File: config.mk
export PLATFORM = sky130hd
export DESIGN_NAME = column_scheduler_flat
export DESIGN_NICKNAME = d
export VERILOG_FILES = /design/src/rtl/flippy_pkg.sv /design/src/rtl/column_scheduler_if.sv /design/src/rtl/drop_timer.sv /design/src/rtl/column_scheduler.sv /design/src/flat_wrapper.sv
export SDC_FILE = /design/constraint.sdc
export NUM_CORES = 1
export LEC_CHECK = 0
export CAP_MARGIN = 25
export CORE_MARGIN = 5
export CORE_UTILIZATION = 59
export CTS_BUF_LIST = sky130_fd_sc_hd__clkbuf_16
export DETAILED_ROUTE_END_ITERATION = 10
export DONT_BUFFER_PORTS = 1
export PLACE_DENSITY = 0.78
export SLEW_MARGIN = 10
export SYNTH_ARGS = -nofsm -noshare
export SYNTH_HDL_FRONTEND = slang
export SYNTH_SLANG_ARGS = --single-unit
File: constraint.sdc
create_clock -name clock -period 6.1 [get_ports clock]
set_input_delay 0.61 -clock clock [delete_from_list [all_inputs] [get_ports clock]]
set_output_delay 0.61 -clock clock [all_outputs]
set_load 0.02 [all_outputs]
File: src/rtl/flippy_pkg.sv
// ----------------------------------------------------------------------------
// flippy_pkg
// Shared definitions for the falling-letter game controller.
//   - sched_state_e : scheduler state encoding (IDLE=0, RUN=1, OVER=2)
//   - LETTER_W / YPOS_W : width of a column's letter and row fields
//   - BOTTOM_ROW : last row a column machine can occupy
//   - MAX_LEVEL : highest speed level
//   - level_period() : drop period for a given level, floored at MIN_TICK
//   - score_level()  : level reached for a given score, capped at MAX_LEVEL
// ----------------------------------------------------------------------------
package flippy_pkg;

    typedef enum logic [1:0] {
        ST_IDLE = 2'd0,
        ST_RUN  = 2'd1,
        ST_OVER = 2'd2
    } sched_state_e;

    localparam int LETTER_W   = 8;
    localparam int YPOS_W     = 5;
    localparam int BOTTOM_ROW = 21;
    localparam int MAX_LEVEL  = 7;
    localparam int SCORE_W    = 8;
    localparam int LEVEL_W    = 3;
    localparam int TICK_W     = 32;

    // Period shrinks linearly with level but never drops below min_tick.
    function automatic logic [TICK_W-1:0] level_period(
        input int                 base_tick,
        input int                 tick_step,
        input int                 min_tick,
        input logic [LEVEL_W-1:0] lvl
    );
        int p;
        p = base_tick - int'(lvl) * tick_step;
        if (p < min_tick) begin
            p = min_tick;
        end
        return TICK_W'(p);
    endfunction

    function automatic logic [LEVEL_W-1:0] score_level(
        input logic [SCORE_W-1:0] pts,
        input int                 points_per_level
    );
        int l;
        l = int'(pts) / points_per_level;
        if (l > MAX_LEVEL) begin
            l = MAX_LEVEL;
        end
        return LEVEL_W'(l);
    endfunction

endpackage

File: src/rtl/column_scheduler_if.sv
// ----------------------------------------------------------------------------
// column_scheduler_if
// Bundle between the scheduler and the per-column letter machines.
//   key_valid / key_code : keystroke strobe and ASCII code
//   col_busy/letter/ypos/bottom : per-column status, column i in slice i
//   col_spawn / col_hit  : one-hot command pulses to the columns
//   drop_tick            : shared one-cycle "move down one row" pulse
// Modports: slave = scheduler side, master = column/keyboard side.
// ----------------------------------------------------------------------------
interface column_scheduler_if #(
    parameter int NUM_COLS = 4
);
    import flippy_pkg::*;

    logic                         key_valid;
    logic [LETTER_W-1:0]          key_code;
    logic [NUM_COLS-1:0]          col_busy;
    logic [LETTER_W*NUM_COLS-1:0] col_letter;
    logic [YPOS_W*NUM_COLS-1:0]   col_ypos;
    logic [NUM_COLS-1:0]          col_bottom;
    logic [NUM_COLS-1:0]          col_spawn;
    logic [NUM_COLS-1:0]          col_hit;
    logic                         drop_tick;

    modport slave (
        input  key_valid, key_code, col_busy, col_letter, col_ypos, col_bottom,
        output col_spawn, col_hit, drop_tick
    );

    modport master (
        output key_valid, key_code, col_busy, col_letter, col_ypos, col_bottom,
        input  col_spawn, col_hit, drop_tick
    );

endinterface

File: src/rtl/drop_timer.sv
// ----------------------------------------------------------------------------
// drop_timer
// Loadable period counter generating the shared drop tick.
//   clock, reset_signal : clock and synchronous active-low reset
//   en     : count while high; counter holds when low
//   clr    : restart counting from zero and load a fresh period
//   period : period to adopt at the next clear or wrap
//   tick   : registered one-cycle pulse, issued on the wrap cycle
// The period is only sampled at clear/wrap so a level change never cuts a
// drop interval short.
// ----------------------------------------------------------------------------
module drop_timer
    import flippy_pkg::*;
(
    input  logic              clock,
    input  logic              reset_signal,
    input  logic              en,
    input  logic              clr,
    input  logic [TICK_W-1:0] period,
    output logic              tick
);

    localparam logic [TICK_W-1:0] ONE = TICK_W'(1);

    logic [TICK_W-1:0] cnt_q, cnt_d;
    logic [TICK_W-1:0] period_q, period_d;
    logic              tick_q, tick_d;

    always_comb begin
        cnt_d    = cnt_q;
        period_d = period_q;
        tick_d   = 1'b0;
        if (clr) begin
            cnt_d    = '0;
            period_d = period;
        end else if (en) begin
            if (cnt_q >= period_q - ONE) begin
                cnt_d    = '0;
                period_d = period;
                tick_d   = 1'b1;
            end else begin
                cnt_d = cnt_q + ONE;
            end
        end
    end

    always_ff @(posedge clock) begin
        if (!reset_signal) begin
            cnt_q    <= '0;
            period_q <= period;
            tick_q   <= 1'b0;
        end else begin
            cnt_q    <= cnt_d;
            period_q <= period_d;
            tick_q   <= tick_d;
        end
    end

    assign tick = tick_q;

endmodule

File: src/rtl/column_scheduler.sv
// ----------------------------------------------------------------------------
// column_scheduler
// Game-level controller above the per-column falling-letter machines.
//   clock, reset_signal : clock and synchronous active-low reset
//   start       : pulse to begin/restart a game (ignored while running)
//   bus         : column/keyboard bundle (slave side)
//   score       : correct hits, saturating at 255
//   level       : min(score / POINTS_PER_LEVEL, MAX_LEVEL)
//   game_over   : high while in OVER
//   sched_state : IDLE=0, RUN=1, OVER=2
// All outputs are registered. Arbitration, spawn selection and scoring are
// evaluated in the same cycle so a hit column can be excluded from a spawn.
// ----------------------------------------------------------------------------
module column_scheduler
    import flippy_pkg::*;
#(
    parameter int NUM_COLS         = 4,
    parameter int BASE_TICK        = 50000000,
    parameter int TICK_STEP        = 5000000,
    parameter int MIN_TICK         = 10000000,
    parameter int SPAWN_GAP        = 3,
    parameter int POINTS_PER_LEVEL = 8
) (
    input  logic               clock,
    input  logic               reset_signal,
    input  logic               start,
    column_scheduler_if.slave  bus,
    output logic [SCORE_W-1:0] score,
    output logic [LEVEL_W-1:0] level,
    output logic               game_over,
    output logic [1:0]         sched_state
);

    localparam int IDX_W = (NUM_COLS > 1) ? $clog2(NUM_COLS) : 1;
    localparam int GAP_W = (SPAWN_GAP > 1) ? $clog2(SPAWN_GAP) : 1;

    function automatic logic [IDX_W-1:0] wrap_add(
        input logic [IDX_W-1:0] base,
        input int               off
    );
        int sum;
        sum = int'(base) + off;
        if (sum >= NUM_COLS) begin
            sum = sum - NUM_COLS;
        end
        return IDX_W'(sum);
    endfunction

    function automatic logic [NUM_COLS-1:0] to_onehot(input logic [IDX_W-1:0] idx);
        logic [NUM_COLS-1:0] v;
        v      = '0;
        v[idx] = 1'b1;
        return v;
    endfunction

    // ------------------------------------------------------------------
    // State
    // ------------------------------------------------------------------
    sched_state_e        state_q, state_d;
    logic [SCORE_W-1:0]  score_q, score_d;
    logic [LEVEL_W-1:0]  level_q, level_d;
    logic [GAP_W-1:0]    gap_q, gap_d;
    logic [IDX_W-1:0]    rr_q, rr_d;
    logic [NUM_COLS-1:0] spawn_q, spawn_d;
    logic [NUM_COLS-1:0] hit_q, hit_d;
    logic                game_over_q, game_over_d;

    logic                timer_en;
    logic                timer_clr;
    logic [TICK_W-1:0]   timer_period;
    logic                drop_tick_w;

    // ------------------------------------------------------------------
    // Per-column unpacking and key match
    // ------------------------------------------------------------------
    logic [YPOS_W-1:0]   ypos [NUM_COLS];
    logic [NUM_COLS-1:0] match;

    for (genvar gi = 0; gi < NUM_COLS; gi++) begin : g_col
        assign ypos[gi]  = bus.col_ypos[gi*YPOS_W +: YPOS_W];
        assign match[gi] = bus.col_busy[gi] &&
                           (bus.col_letter[gi*LETTER_W +: LETTER_W] == bus.key_code);
    end

    // ------------------------------------------------------------------
    // Key arbitration: lowest column closest to the bottom wins. The strict
    // greater-than keeps the lower index on equal rows.
    // ------------------------------------------------------------------
    logic              win_found;
    logic [IDX_W-1:0]  win_idx;
    logic [YPOS_W-1:0] win_y;

    always_comb begin
        win_found = 1'b0;
        win_idx   = '0;
        win_y     = '0;
        for (int i = 0; i < NUM_COLS; i++) begin
            if (match[i] && (!win_found || ypos[i] > win_y)) begin
                win_found = 1'b1;
                win_idx   = IDX_W'(i);
                win_y     = ypos[i];
            end
        end
    end

    logic                key_hit;
    logic [NUM_COLS-1:0] hit_onehot;

    assign key_hit    = bus.key_valid && win_found;
    assign hit_onehot = key_hit ? to_onehot(win_idx) : '0;

    // ------------------------------------------------------------------
    // Spawn target: first free column at or after rr_q. Scanning offsets
    // from high to low lets the smallest offset overwrite the result.
    // ------------------------------------------------------------------
    logic [NUM_COLS-1:0] avail;
    logic                sp_found;
    logic [IDX_W-1:0]    sp_idx;
    logic [IDX_W-1:0]    probe_idx;

    assign avail = ~bus.col_busy & ~hit_onehot;

    always_comb begin
        sp_found  = 1'b0;
        sp_idx    = '0;
        probe_idx = '0;
        for (int k = NUM_COLS - 1; k >= 0; k--) begin
            probe_idx = wrap_add(rr_q, k);
            if (avail[probe_idx]) begin
                sp_found = 1'b1;
                sp_idx   = probe_idx;
            end
        end
    end

    // ------------------------------------------------------------------
    // Game control
    // ------------------------------------------------------------------
    always_comb begin
        state_d   = state_q;
        score_d   = score_q;
        level_d   = level_q;
        gap_d     = gap_q;
        rr_d      = rr_q;
        spawn_d   = '0;
        hit_d     = '0;
        timer_en  = 1'b0;
        timer_clr = 1'b0;

        unique case (state_q)
            ST_IDLE, ST_OVER: begin
                if (start) begin
                    state_d   = ST_RUN;
                    score_d   = '0;
                    level_d   = '0;
                    gap_d     = '0;
                    spawn_d   = to_onehot('0);
                    rr_d      = wrap_add('0, 1);
                    timer_clr = 1'b1;
                end
            end
            ST_RUN: begin
                // A bottom event pre-empts everything else in this cycle.
                if (|bus.col_bottom) begin
                    state_d = ST_OVER;
                end else begin
                    timer_en = 1'b1;
                    hit_d    = hit_onehot;
                    if (key_hit && (score_q != '1)) begin
                        score_d = score_q + SCORE_W'(1);
                    end
                    level_d = score_level(score_d, POINTS_PER_LEVEL);
                    if (drop_tick_w) begin
                        if (gap_q == GAP_W'(SPAWN_GAP - 1)) begin
                            // Gap restarts whether or not a column was free.
                            gap_d = '0;
                            if (sp_found) begin
                                spawn_d = to_onehot(sp_idx);
                                rr_d    = wrap_add(sp_idx, 1);
                            end
                        end else begin
                            gap_d = gap_q + GAP_W'(1);
                        end
                    end
                end
            end
            default: begin
                state_d = ST_IDLE;
            end
        endcase

        game_over_d = (state_d == ST_OVER);
    end

    // A fresh game always starts at the level-0 period, otherwise the
    // period tracks the current level and is adopted at the next wrap.
    assign timer_period = level_period(BASE_TICK, TICK_STEP, MIN_TICK,
                                       timer_clr ? LEVEL_W'(0) : level_q);

    drop_timer u_drop_timer (
        .clock        (clock),
        .reset_signal (reset_signal),
        .en           (timer_en),
        .clr          (timer_clr),
        .period       (timer_period),
        .tick         (drop_tick_w)
    );

    always_ff @(posedge clock) begin
        if (!reset_signal) begin
            state_q     <= ST_IDLE;
            score_q     <= '0;
            level_q     <= '0;
            gap_q       <= '0;
            rr_q        <= '0;
            spawn_q     <= '0;
            hit_q       <= '0;
            game_over_q <= 1'b0;
        end else begin
            state_q     <= state_d;
            score_q     <= score_d;
            level_q     <= level_d;
            gap_q       <= gap_d;
            rr_q        <= rr_d;
            spawn_q     <= spawn_d;
            hit_q       <= hit_d;
            game_over_q <= game_over_d;
        end
    end

    assign bus.col_spawn = spawn_q;
    assign bus.col_hit   = hit_q;
    assign bus.drop_tick = drop_tick_w;
    assign score         = score_q;
    assign level         = level_q;
    assign game_over     = game_over_q;
    assign sched_state   = state_q;

endmodule

File: src/flat_wrapper.sv
// flat-port wrapper written by rule: the top's interface ports become plain ports
module column_scheduler_flat import flippy_pkg::*;
#(
    parameter int NUM_COLS         = 4,
    parameter int BASE_TICK        = 50000000,
    parameter int TICK_STEP        = 5000000,
    parameter int MIN_TICK         = 10000000,
    parameter int SPAWN_GAP        = 3,
    parameter int POINTS_PER_LEVEL = 8
)
  (clock, reset_signal, start, score, level, game_over, sched_state, bus_key_valid, bus_key_code, bus_col_busy, bus_col_letter, bus_col_ypos, bus_col_bottom, bus_col_spawn, bus_col_hit, bus_drop_tick);
  column_scheduler_if #(.NUM_COLS(NUM_COLS)) bus_i ();
  input  logic clock;
  input  logic reset_signal;
  input  logic start;
  output logic [SCORE_W-1:0] score;
  output logic [LEVEL_W-1:0] level;
  output logic game_over;
  output logic [1:0] sched_state;
  input wire logic [$bits(bus_i.key_valid)-1:0] bus_key_valid;
  input wire logic [$bits(bus_i.key_code)-1:0] bus_key_code;
  input wire logic [$bits(bus_i.col_busy)-1:0] bus_col_busy;
  input wire logic [$bits(bus_i.col_letter)-1:0] bus_col_letter;
  input wire logic [$bits(bus_i.col_ypos)-1:0] bus_col_ypos;
  input wire logic [$bits(bus_i.col_bottom)-1:0] bus_col_bottom;
  output wire logic [$bits(bus_i.col_spawn)-1:0] bus_col_spawn;
  output wire logic [$bits(bus_i.col_hit)-1:0] bus_col_hit;
  output wire logic [$bits(bus_i.drop_tick)-1:0] bus_drop_tick;
  assign bus_i.key_valid = bus_key_valid;
  assign bus_i.key_code = bus_key_code;
  assign bus_i.col_busy = bus_col_busy;
  assign bus_i.col_letter = bus_col_letter;
  assign bus_i.col_ypos = bus_col_ypos;
  assign bus_i.col_bottom = bus_col_bottom;
  assign bus_col_spawn = bus_i.col_spawn;
  assign bus_col_hit = bus_i.col_hit;
  assign bus_drop_tick = bus_i.drop_tick;
  column_scheduler #(.NUM_COLS(NUM_COLS), .BASE_TICK(BASE_TICK), .TICK_STEP(TICK_STEP), .MIN_TICK(MIN_TICK), .SPAWN_GAP(SPAWN_GAP), .POINTS_PER_LEVEL(POINTS_PER_LEVEL)) u_core (.clock(clock), .reset_signal(reset_signal), .start(start), .bus(bus_i), .score(score), .level(level), .game_over(game_over), .sched_state(sched_state));
endmodule
# Word level (Yosys, flattened, before mapping)
# Index checks and enable logic that the tools add are counted.
# op_classes
n_eq_ne	17
bitwise	6
muxes	78
n_shift	0
div_mod_pow	0
add_sub_neg	14
n_reduce_logical	29
multipliers	1
magnitude_cmp	19
# ops
operator	n
32-bit two-way mux	6
2-bit two-way mux	22
8-bit two-way mux	5
32-bit by 1-bit adder with 32-bit output (second input constant)	1
8-bit equality test	4
32-bit >= comparator	1
32-bit by 25-bit less-than comparator with 1-bit output (second input constant)	1
27-bit by 32-bit subtractor with 32-bit output (first input constant)	1
32-bit by 1-bit subtractor with 32-bit output (second input constant)	1
1-bit two-way mux	21
3-bit by 17-bit multiplier with 20-bit output (second input constant)	1
4-bit two-way mux	5
2-bit by 3-bit less-than comparator with 1-bit output (second input constant)	6
8-bit case mux with 2 select lines	1
5-bit > comparator	3
5-bit two-way mux	3
3-bit >= comparator (second input constant)	4
3-bit two-way mux	4
2-bit case mux with 2 select lines	3
1-bit logical AND	11
2-bit by 1-bit subtractor with 2-bit output (second input constant)	5
8-bit by 1-bit adder with 8-bit output (second input constant)	1
1-bit binary-select mux with 2-bit select	4
8-bit inequality test (second input constant)	1
other kinds (29)	49
# word_totals
memories	0
latch_bits	0
output_inout_bits	23
mem_bits_rw	0
reg_bits	91
mem_bits_ro	0

# Longest topological paths before layout
# Gate-level depths: netlist of run 1.
# depth
word_depth	37
depth_mapped	32

# Hierarchy
# Synthesis of run 1 repeated with hierarchy kept, for this count alone.
# hier_totals
hier_cells	788
area_unflattened_um2	6980.4
# by_module_without_submodules
module	area_each_um2	cells_each	n_inst
drop_timer	3771.1	373	1
column_scheduler	3209.3	415	1

# Worst setup path after synthesis of run 1
# OpenSTA, ideal clock, no wires.
# synth_path
path_kind	in2reg
startpoint	input bus_key_code[7]
endpoint	register u_core.hit_q[0], in the netlist u_core.bus.col_hit[0]
n_path_buf	2
stages	31
setup_time_ps	61
path_slack_ps	-197
t_arrival_ps	6236
t_required_ps	6039
path_cell_list	clkbuf_1 -> xnor2_1 -> nand3_1 -> nor3_2 -> nand2_1 -> ha_1 -> nor2b_1 -> o21a_1 -> o21ai_0 -> a21oi_1 -> o22a_1 -> o21ai_1 -> mux2_2 -> ha_1 -> nor2b_1 -> o21a_1 -> o21a_1 -> o21ai_0 -> a22oi_1 -> o21ai_0 -> clkbuf_1 -> nor2_1 -> a21o_1 -> ha_1 -> nor2b_1 -> o21a_1 -> o21ai_0 -> a21oi_1 -> o22a_1 -> a211oi_1 -> and3_1
# synth_between
elab_chain_len	20
word_cells_on_any_way	37
# synth_lines
item	line_no	text
start: declaration	flat_wrapper.sv:21	input wire logic [$bits(bus_i.key_code)-1:0] bus_key_code;
8-bit equality test	column_scheduler.sv:82	(bus.col_letter[gi*LETTER_W +: LETTER_W] == bus.key_code);
1-bit logical AND	column_scheduler.sv:81	assign match[gi] = bus.col_busy[gi] &&
5-bit two-way mux / 1-bit two-way mux (equally long branches)	column_scheduler.sv:98	if (match[i] && (!win_found || ypos[i] > win_y)) begin
5-bit > comparator / 1-bit zero test (equally long branches)	column_scheduler.sv:98	
1-bit logical OR	column_scheduler.sv:98	
1-bit logical AND	column_scheduler.sv:98	
5-bit two-way mux / 1-bit two-way mux (equally long branches)	column_scheduler.sv:98	
5-bit > comparator / 1-bit zero test (equally long branches)	column_scheduler.sv:98	
(+4 left out)	--	
1-bit logical OR	column_scheduler.sv:98	
1-bit logical AND	column_scheduler.sv:98	
2-bit two-way mux	column_scheduler.sv:98	
2-bit by 3-bit less-than comparator with 1-bit output (implied by the code) / 2-bit by 1-bit >= comparator with 1-bit output (equally long branches)	column_scheduler.sv:52	v[idx] = 1'b1;
1-bit logical AND (implied by the code)	column_scheduler.sv:52	
1-bit two-way mux (implied by the code)	column_scheduler.sv:52	
1-bit demux with 2-bit select	--	
4-bit two-way mux *	column_scheduler.sv:110	assign hit_onehot = key_hit ? to_onehot(win_idx) : '0;
end signal: assignment	column_scheduler.sv:226	hit_q <= hit_d;
end: declaration	column_scheduler.sv:65	logic [NUM_COLS-1:0] hit_q, hit_d;
# Mark *: on every way between the ends. The rest lies on a longest branch, timed or not.
# A chain may end at the register's enable or synchronous reset.

# Final worst setup path of run 1
# layout_path
startpoint	input bus_key_code[3]
endpoint	register u_core.hit_q[1], in the netlist u_core.bus.col_hit[1]
# The elaborated chain is that of the path after synthesis.

==> results.yml, run 1 <==
grt:
  grt_antenna_before_repair: 0
  grt_pass1_vias: 5612
  grt.busiest_layer: "met2"
  met3_usage: 0.05699
  grt_max_degree: 33
  grt_overflow: 0
  grt_first_pass_wirelength_um: 26440
  grtUsageMet1: 0.2981
  grt_usage: 0.2415
  grtUsageMet2: 0.4169
detailed_routing:
  routed_via_density: 5.966
  wl_per_cell_um: 16.52
  routed_wl_um: 15690
  postRouteAntennaNets: 0
  drt_first_pass_iters: 5
  drt_iter0_markers: 421
  vias: 5668
  drc: 0
layout:
  final_common_cell: "nor2_1"
  drive_gt1_frac: 0.06320
  n_antenna_cell: 0
  final_cell_mix: "nor2_1 (98), nand2_1 (91), xnor2_1 (72), ha_1 (60), dfxtp_1 (59)"
  multi_input_area_mm2: 0.004569
  seqCellArea_mm2: 0.001902
  syn_to_final_growth_pct: 6.591
  fin_nets: 935
  fillers: 928
power:
  powerDensity_mw_per_mm2: 167.0
  p_int_mw: 0.9192
  p_comb_frac: 0.082
  p_sw_mw: 0.2740
  switching_share: 0.2296
  power_frac_clock: 0.425
  p_seq_frac: 0.493
  leakage_nw: 2.915
  ir_drop_mv: 0.2257
clocking:
  clk_pin_slew_ps: 60
  cts_resized: 0
  cts_buffers: 9
  cts_tree: "yes"
  htreeDepth: 3
  clock-sinks: 83
  insertion_delay_ps: 340
  cts_hold_buf: 0
  cts_setup_buffers: 0
  clk_path_buf_depth: 2
  root_buffer: "clkbuf_16"
setup_path:
  r2r_cells: 14
  cp.arrival_ps: 5900
  worstSetupEndpointType: "flip-flop"
  r2r_end: "u_core.u_drop_timer.period_q[20]"
  cpMaxStageDelayCell: "mux2_2"
  crit_path_start_kind: "input pin"
  critical_path_class: "input pin to flip-flop"
  crit_required_ps: 6380
  cp_max_fo: 12
  cpPeakStageDelay_ps: 380
  r2r_setup_slack_ps: 490
  rr_startpoint: "u_core.sched_state[0]"
sta:
  worstMarginPinSlew_ps: 841.5
  rsz0062_at_grt: "false"
  finClkSkew_ps: 10.43
  holdWs_ps: 388.7
  fin_crit_sh: 0.9215
  finalCriticalPeriod_ps: 5621
  slew_headroom: 0.4347
  hold_viol: 0
  drv_slew: 0
  fin_tns_setup_ps: 0
  setup_violations: 0
  fmax_ghz: 0.1779
synthesis:
  synth_edf_count: 24
  ys_warn_count: 0
  synth_largest_area_cell: "dfxtp_1"
  avgSynthCellArea_um2: 8.273
  synthFlopType: "dfxtp_1"
  synth_cells: 810
  async_flop_share: 0
  synth.distinct_cells: 79
  syn_area_mm2: 0.006701
  synth_area_leaders: "dfxtp_1 (18%), ha_1 (11%), edfxtp_1 (11%)"
  yosysSeqAreaShare: 0.2838
  synth-seq-cells: 83
  netlist.area_leader.share: 0.1763
placed_design:
  hpwl_um: 12400
  port_buffers: 0
  gp_congestion: 0.9331
worst_hold_path:
  worstHoldStart: "reset_signal"
  hold_path_class: "input pin to flip-flop"
  hold_path_depth: 1
  hold_end: "u_core.score[7]"
floorplan:
  die_width_um: 116.6
  die-area_mm2: 0.01359
  io-pin-count: 95
  core_mm2: 0.01127
  die_h_um: 116.6
  start_util: 0.5945
  num_rows: 39
outcome:
  run_status: "finished, final reports clean"
flow_run:
  max_cap_violations: 0
==> layout make-up <==
cell class | instances | share of cell area
Tap cell | 143 | 0.02505
Clock buffer | 10 | 0.03503
Multi-Input combinational cell | 665 | 0.6397
Clock inverter | 6 | 0.004029
Sequential cell | 83 | 0.2662
Inverter | 33 | 0.01734
Timing Repair Buffer | 10 | 0.01261
==> sequential cells by signal, indices dropped and copies added (netlist names) <==
register                      cells
u_core.bus.col_spawn              4
u_core.sched_state                2
u_core.score                      8
u_core.gap_q                      2
u_core.level                      3
u_core.rr_q                       2
u_core.u_drop_timer.cnt_q        32
u_core.u_drop_timer.tick          1
u_core.u_drop_timer.period_q     24
u_core.bus.col_hit                4
u_core.game_over                  1
==> routing by layer <==
metal  share of wire  vias to the layer above  wire length, um
li1                -                     2831                -
met1            0.44                     2645             6912
met2            0.48                      163             7597
met3           0.056                       29              872
met4           0.020                        0              310
met5               0                        -                0
==> synth_stat cells, types with 11 or more instances <==
library cell	number
nor2_1	98
nand2_1	91
xnor2_1	72
ha_1	60
dfxtp_1	59
xor2_1	34
inv_1	32
clkbuf_1	29
edfxtp_1	24
nand3_1	23
nor3_1	21
a21o_1	20
nand4_1	18
o21ai_0	18
a211oi_1	15
a21oi_1	15
nor4_1	12
or3_1	12
and2_1	11
==> stage by stage <==
step	power [mW]	setup slack, ps	std cells	instance area (um2)	utilization
2_1_floorplan	0.6808	32.38	815	6731	-
3_3_place_gp	0.6891	520.0	932	6834	0.6063
3_5_place_dp	0.6963	175.5	933	6849	0.6076
4_1_cts	1.206	527.3	949	7128	0.6324
5_1_grt	1.246	66.87	950	7143	0.6337
6_report	1.193	478.7	950	7143	0.6337
==> logic make-up (layout without fill, tap and decap cells) <==
logic type,after synthesis,after routing,share of synthesized area
xor gates and xnor gates,106,106,0.1385
other,1,6,0.0005596
DFF,83,83,0.2838
adders and majority gates,61,61,0.1150
and+or+nand+nor,348,348,0.2582
buffers and inverters,67,59,0.04051
AOI/OAI and AO/OA,134,134,0.1471
muxes,10,10,0.01624
==> worst max-delay path: cells and delay by family <==
| family | cells | cell delay, ps |
|---|---|---|
| AO/OA/AOI/OAI | 16 | 2570 |
| AND/OR/NAND/NOR | 9 | 1110 |
| adder cells (fa/ha/maj) | 3 | 880 |
| multiplexers | 1 | 380 |
| buffers and inverters | 1 | 200 |
| XOR/XNOR | 1 | 140 |
==> worst max path at each step <==
stage / start / endpoint / slack, ps / depth (start not counted)
2_1_floorplan: bus_key_code[7] / u_core.bus.col_hit[0] / 30 / 31
3_3_place_gp: bus_key_code[7] / u_core.bus.col_hit[0] / 520 / 30
3_5_place_dp: bus_key_code[3] / u_core.bus.col_hit[1] / 180 / 31
4_1_cts: bus_key_code[3] / u_core.bus.col_hit[1] / 530 / 31
5_1_grt: bus_key_code[4] / u_core.bus.col_hit[1] / 70 / 31
6_report: bus_key_code[3] / u_core.bus.col_hit[1] / 480 / 31
==> power by group through the flow <==
stage	Clock, mW	Sequential, mW	Combinational, mW
2_1_floorplan	0	0.597	0.0838
3_3_place_gp	0	0.600	0.0892
3_5_place_dp	0	0.600	0.0958
4_1_cts	0.521	0.588	0.0963
5_1_grt	0.548	0.589	0.109
6_report	0.507	0.588	0.0980
Note: power is estimated with default switching activity, not from simulation.
==> run 2: changes to the inputs <==
Settings changed: CTS_BUF_LIST sky130_fd_sc_hd__clkbuf_16 to sky130_fd_sc_hd__clkbuf_4 sky130_fd_sc_hd__clkbuf_8 sky130_fd_sc_hd__clkbuf_16.
==> results.yml, run 2 (synthesized netlist as in run 1, its figures left out) <==
clocking:
  clock-sinks: 83
  clk_path_buf_depth: 2
  cts_setup_buffers: 0
  cts_tree: "yes"
  root_buffer: "clkbuf_16"
  htreeDepth: 3
  cts_hold_buf: 0
  cts_resized: 0
  insertion_delay_ps: 340
  clk_pin_slew_ps: 60
  cts_buffers: 9
layout:
  fin_nets: 935
  largest_register_ffs: 32
  utilization: 0.6353
  final_cell_mix: "nor2_1 (98), nand2_1 (91), xnor2_1 (72), ha_1 (60), dfxtp_1 (59)"
  syn_to_final_growth_pct: 6.852
  drive_gt1_frac: 0.06691
  final_common_cell: "nor2_1"
  n_antenna_cell: 0
  top_register: "u_core.u_drop_timer.cnt_q"
floorplan:
  num_rows: 39
  core_mm2: 0.01127
  die_h_um: 116.6
  die_width_um: 116.6
  io-pin-count: 95
  die-area_mm2: 0.01359
  start_util: 0.5945
setup_path:
  crit_path_start_kind: "flip-flop"
  crit_path_frequent_cell: "inv_1"
  cp_max_fo: 11
  path_cells: "nand2b_1 -> nand2_1 -> inv_1 -> ha_1 -> inv_1 -> fa_1 -> nor3b_1 -> o211ai_1 -> or3b_1 -> nor3_1 -> mux2_1 -> o21ai_0 -> a31oi_1 -> a211o_1"
  cp.arrival_ps: 5710
  cpPeakStageDelay_ps: 590
  critical-path-top-delay-family: "simple AND/OR/NAND/NOR gates"
  cpMaxStageDelayCell: "fa_1"
  crit_required_ps: 6190
  worstSetupEndpointType: "flip-flop"
  path_buf_inv: 2
  critical_path_class: "flip-flop to flip-flop"
detailed_routing:
  vias: 5675
  drt_iter0_markers: 422
  highest_layer: "met4"
  routed_via_density: 5.974
  postRouteAntennaNets: 0
  drt-met1-wl_um: 6822
  wl_met2_um: 7623
  drt_first_pass_iters: 5
  drc: 0
  routed_wl_um: 15650
  wl_met3_um: 908
  wl_per_cell_um: 16.48
sta:
  drv_slew: 0
  finClkSkew_ps: 11.08
  fmax_ghz: 0.1778
  fin_crit_sh: 0.9221
  slew_headroom: 0.3914
  worstMarginPinSlew_ps: 906.0
  rsz0062_at_grt: "false"
  hold_viol: 0
  fin_tns_setup_ps: 0
  finalCriticalPeriod_ps: 5625
  setup_violations: 0
placed_design:
  hpwl_um: 12400
  port_buffers: 0
  gp_congestion: 0.9331
grt:
  grt_pass1_vias: 5636
  grt_max_degree: 33
  grt_usage: 0.2406
  grt_first_pass_wirelength_um: 26450
  grt_overflow: 0
  grt_antenna_before_repair: 0
power:
  powerDensity_mw_per_mm2: 170.2
  ir_drop_mv: 0.2478
  leakage_nw: 2.920
  power_mw: 1.219
flow_run:
  max_cap_violations: 0
worst_hold_path:
  hold_path_class: "input pin to flip-flop"
outcome:
  run_status: "finished, final reports clean"
run 2: changes by cell type in the layout (fill, tap and decap cells not counted):
cell      before  now
clkinv_1       2    1
inv_1         34   32
clkbuf_4       0    2
clkbuf_8       0    1
run 2: power by group:
group	switching (mW)	total [mW]	leakage [nW]	internal, mW
clock	0.212	0.533	0.152	0.321
sequential	0.0111	0.588	0.694	0.577
combinational	0.0514	0.0979	2.07	0.0465
run 2: final timing paths:
check	start	slack (ps)	cells past startpoint	end
worst max register to register	u_core.sched_state[0]	480	14	u_core.u_drop_timer.period_q[20]
worst max-delay path	u_core.sched_state[0]	480	14	u_core.u_drop_timer.period_q[20]
worst min-delay path	reset_signal	390	1	u_core.score[7]
worst min register to register	u_core.u_drop_timer.cnt_q[1]	550	2	u_core.u_drop_timer.cnt_q[1]
run 2: cell type report:
type,count,area [um2]
clock buffers,13,279.0
clock inverters,3,17.52
repair buffers,10,90.09
flip-flops and latches,83,1902
well taps,143,178.9
multi-input cells,665,4569
inverters,33,123.9
fillers,922,4111
run 2: stage by stage:
| stage | cell area, um2 | worst slack, ps | hold slack, ps | instances |
|---|---|---|---|---|
| 3_3_place_gp | 6834 | 520.0 | 525.5 | 932 |
| 5_1_grt | 7161 | 63.56 | 387.2 | 950 |
| 6_report | 7161 | 475.4 | 387.3 | 950 |
| 3_5_place_dp | 6849 | 175.5 | 543.6 | 933 |
| 4_1_cts | 7146 | 521.3 | 374.9 | 949 |
| 2_1_floorplan | 6731 | 32.38 | 506.4 | 815 |
run 2: layer usage:
metal  global-route usage  vias up
li1                     -     2835
met1               0.2981     2645
met2               0.4172      168
met3              0.05544       27
met4              0.07263        0
met5                    0        -
==> run 3: changes to the inputs <==
Settings changed: CELL_PAD_IN_SITES_DETAIL_PLACEMENT from default to 0, CELL_PAD_IN_SITES_GLOBAL_PLACEMENT from default to 1, CORE_UTILIZATION 59 to 44, GPL_TIMING_DRIVEN from default to 0, PLACE_DENSITY 0.78 to 0.77, SKIP_LAST_GASP from default to 1.
==> results.yml, run 3 (synthesized netlist as in run 1, its figures left out) <==
outcome:
  run_status: "finished, final reports clean"
floorplan:
  die-area_mm2: 0.01780
  num_rows: 45
  core_mm2: 0.01509
  die_width_um: 133.4
  die_h_um: 133.4
  io-pin-count: 95
  start_util: 0.4441
detailed_routing:
  postRouteAntennaNets: 0
  drc: 0
  wl_per_cell_um: 15.84
  routed_wl_um: 16270
  routed_via_density: 5.495
  drt_first_pass_iters: 4
  drt_iter0_markers: 272
  vias: 5643
grt:
  grt_overflow: 0
  grt_first_pass_wirelength_um: 27000
  grt_pass1_vias: 5589
  met3_usage: 0.04607
  grt.busiest_layer: "met2"
  grtUsageMet1: 0.2344
  grt_usage: 0.1833
  grt_antenna_before_repair: 0
  grt_max_degree: 25
  grtUsageMet2: 0.3078
sta:
  fin_crit_sh: 0.9400
  finalCriticalPeriod_ps: 5734
  setup_violations: 0
  fmax_ghz: 0.1744
  drv_slew: 0
  slew_headroom: 0.3844
  worstMarginPinSlew_ps: 916.3
  finClkSkew_ps: 3.798
  hold_viol: 0
  setup_ws_ps: 366.0
setup_path:
  crit_path_start_kind: "input pin"
  cpMaxStageDelayCell: "mux2_4"
  cpPeakStageDelay_ps: 340
  worstSetupEndpointType: "flip-flop"
  critical-path-top-delay-family: "compound AO/OA/AOI/OAI gates"
  cp_max_fo: 8
  cp.arrival_ps: 6030
  crit_required_ps: 6390
  critical_path_class: "input pin to flip-flop"
  crit_path_frequent_cell: "o21a_1"
  path_buf_inv: 2
placed_design:
  hpwl_um: 12990
  dp_cells: 1003
  gp_congestion: 0.8845
  port_buffers: 0
  pre_cts_ws_ps: -724.1
clocking:
  htreeDepth: 3
  clk_pin_slew_ps: 70
  clk_path_buf_depth: 2
  cts_hold_buf: 0
  clock-sinks: 83
  cts_tree: "yes"
  insertion_delay_ps: 350
  root_buffer: "clkbuf_16"
  cts_buffers: 9
layout:
  fin_nets: 967
  final_common_cell: "nor2_1"
  instances_no_fill: 1027
  n_antenna_cell: 0
  drive_gt1_frac: 0.07986
  top_register: "u_core.u_drop_timer.cnt_q"
  syn_to_final_growth_pct: 10.47
  largest_register_ffs: 32
  final_cell_mix: "nor2_1 (98), nand2_1 (91), xnor2_1 (70), ha_1 (60), dfxtp_1 (59)"
power:
  power_mw: 1.261
  leakage_nw: 3.014
  powerDensity_mw_per_mm2: 170.4
  ir_drop_mv: 0.1714
worst_hold_path:
  hold_path_class: "input pin to flip-flop"
flow_run:
  max_cap_violations: 0
run 3: path summary, 6_finish.rpt:
kind	slack (ps)	cells after the start	start	to
setup / recovery	370	31	bus_key_code[5]	u_core.bus.col_hit[0]
hold reg to reg	540	3	u_core.u_drop_timer.cnt_q[5]	u_core.u_drop_timer.cnt_q[5]
setup reg to reg	560	16	u_core.sched_state[0]	u_core.u_drop_timer.period_q[20]
hold / removal	460	2	bus_key_valid	u_core.bus.col_hit[3]
run 3: where the power goes:
group / total (mW) / switching (mW) / internal (mW)
sequential: 0.587 / 0.0103 / 0.577
clock: 0.563 / 0.239 / 0.324
combinational: 0.111 / 0.0606 / 0.0504
run 3: per-layer routing:
metal | vias to the layer above | wire (um)
met5 | - | 0
met4 | 0 | 254
met3 | 19 | 558
met2 | 71 | 7966
met1 | 2656 | 7490
li1 | 2897 | -
run 3: area by class of cell:
cell class	count	area [um2]
inverter	33	123.9
multi-input combinational	665	4592
clock inverter	7	81.33
clock buffer	9	225.2
fill	1467	7686
tap	188	235.2
buffer	34	163.9
timing repair buffer	8	80.08
sequential	83	1902
run 3: what timing repair did:
action,4_1_cts,5_1_grt
buffers inserted,2,5
endpoints found under the hold margin,0,0
resized for setup,4,21
cloned,0,0
pin swaps,1,6
endpoints found under the setup margin,4,4
run 3: stage by stage:
step	TNS [ps]	hold slack, ps	cell area [um2]	util
3_5_place_dp	-2542	532.5	6967	0.4617
4_1_cts	0	414.2	7300	0.4837
3_3_place_gp	-1822	526.2	6967	0.4617
6_report	0	456.3	7403	0.4906
2_1_floorplan	0	506.4	6731	-
5_1_grt	-21.04	443.6	7403	0.4906
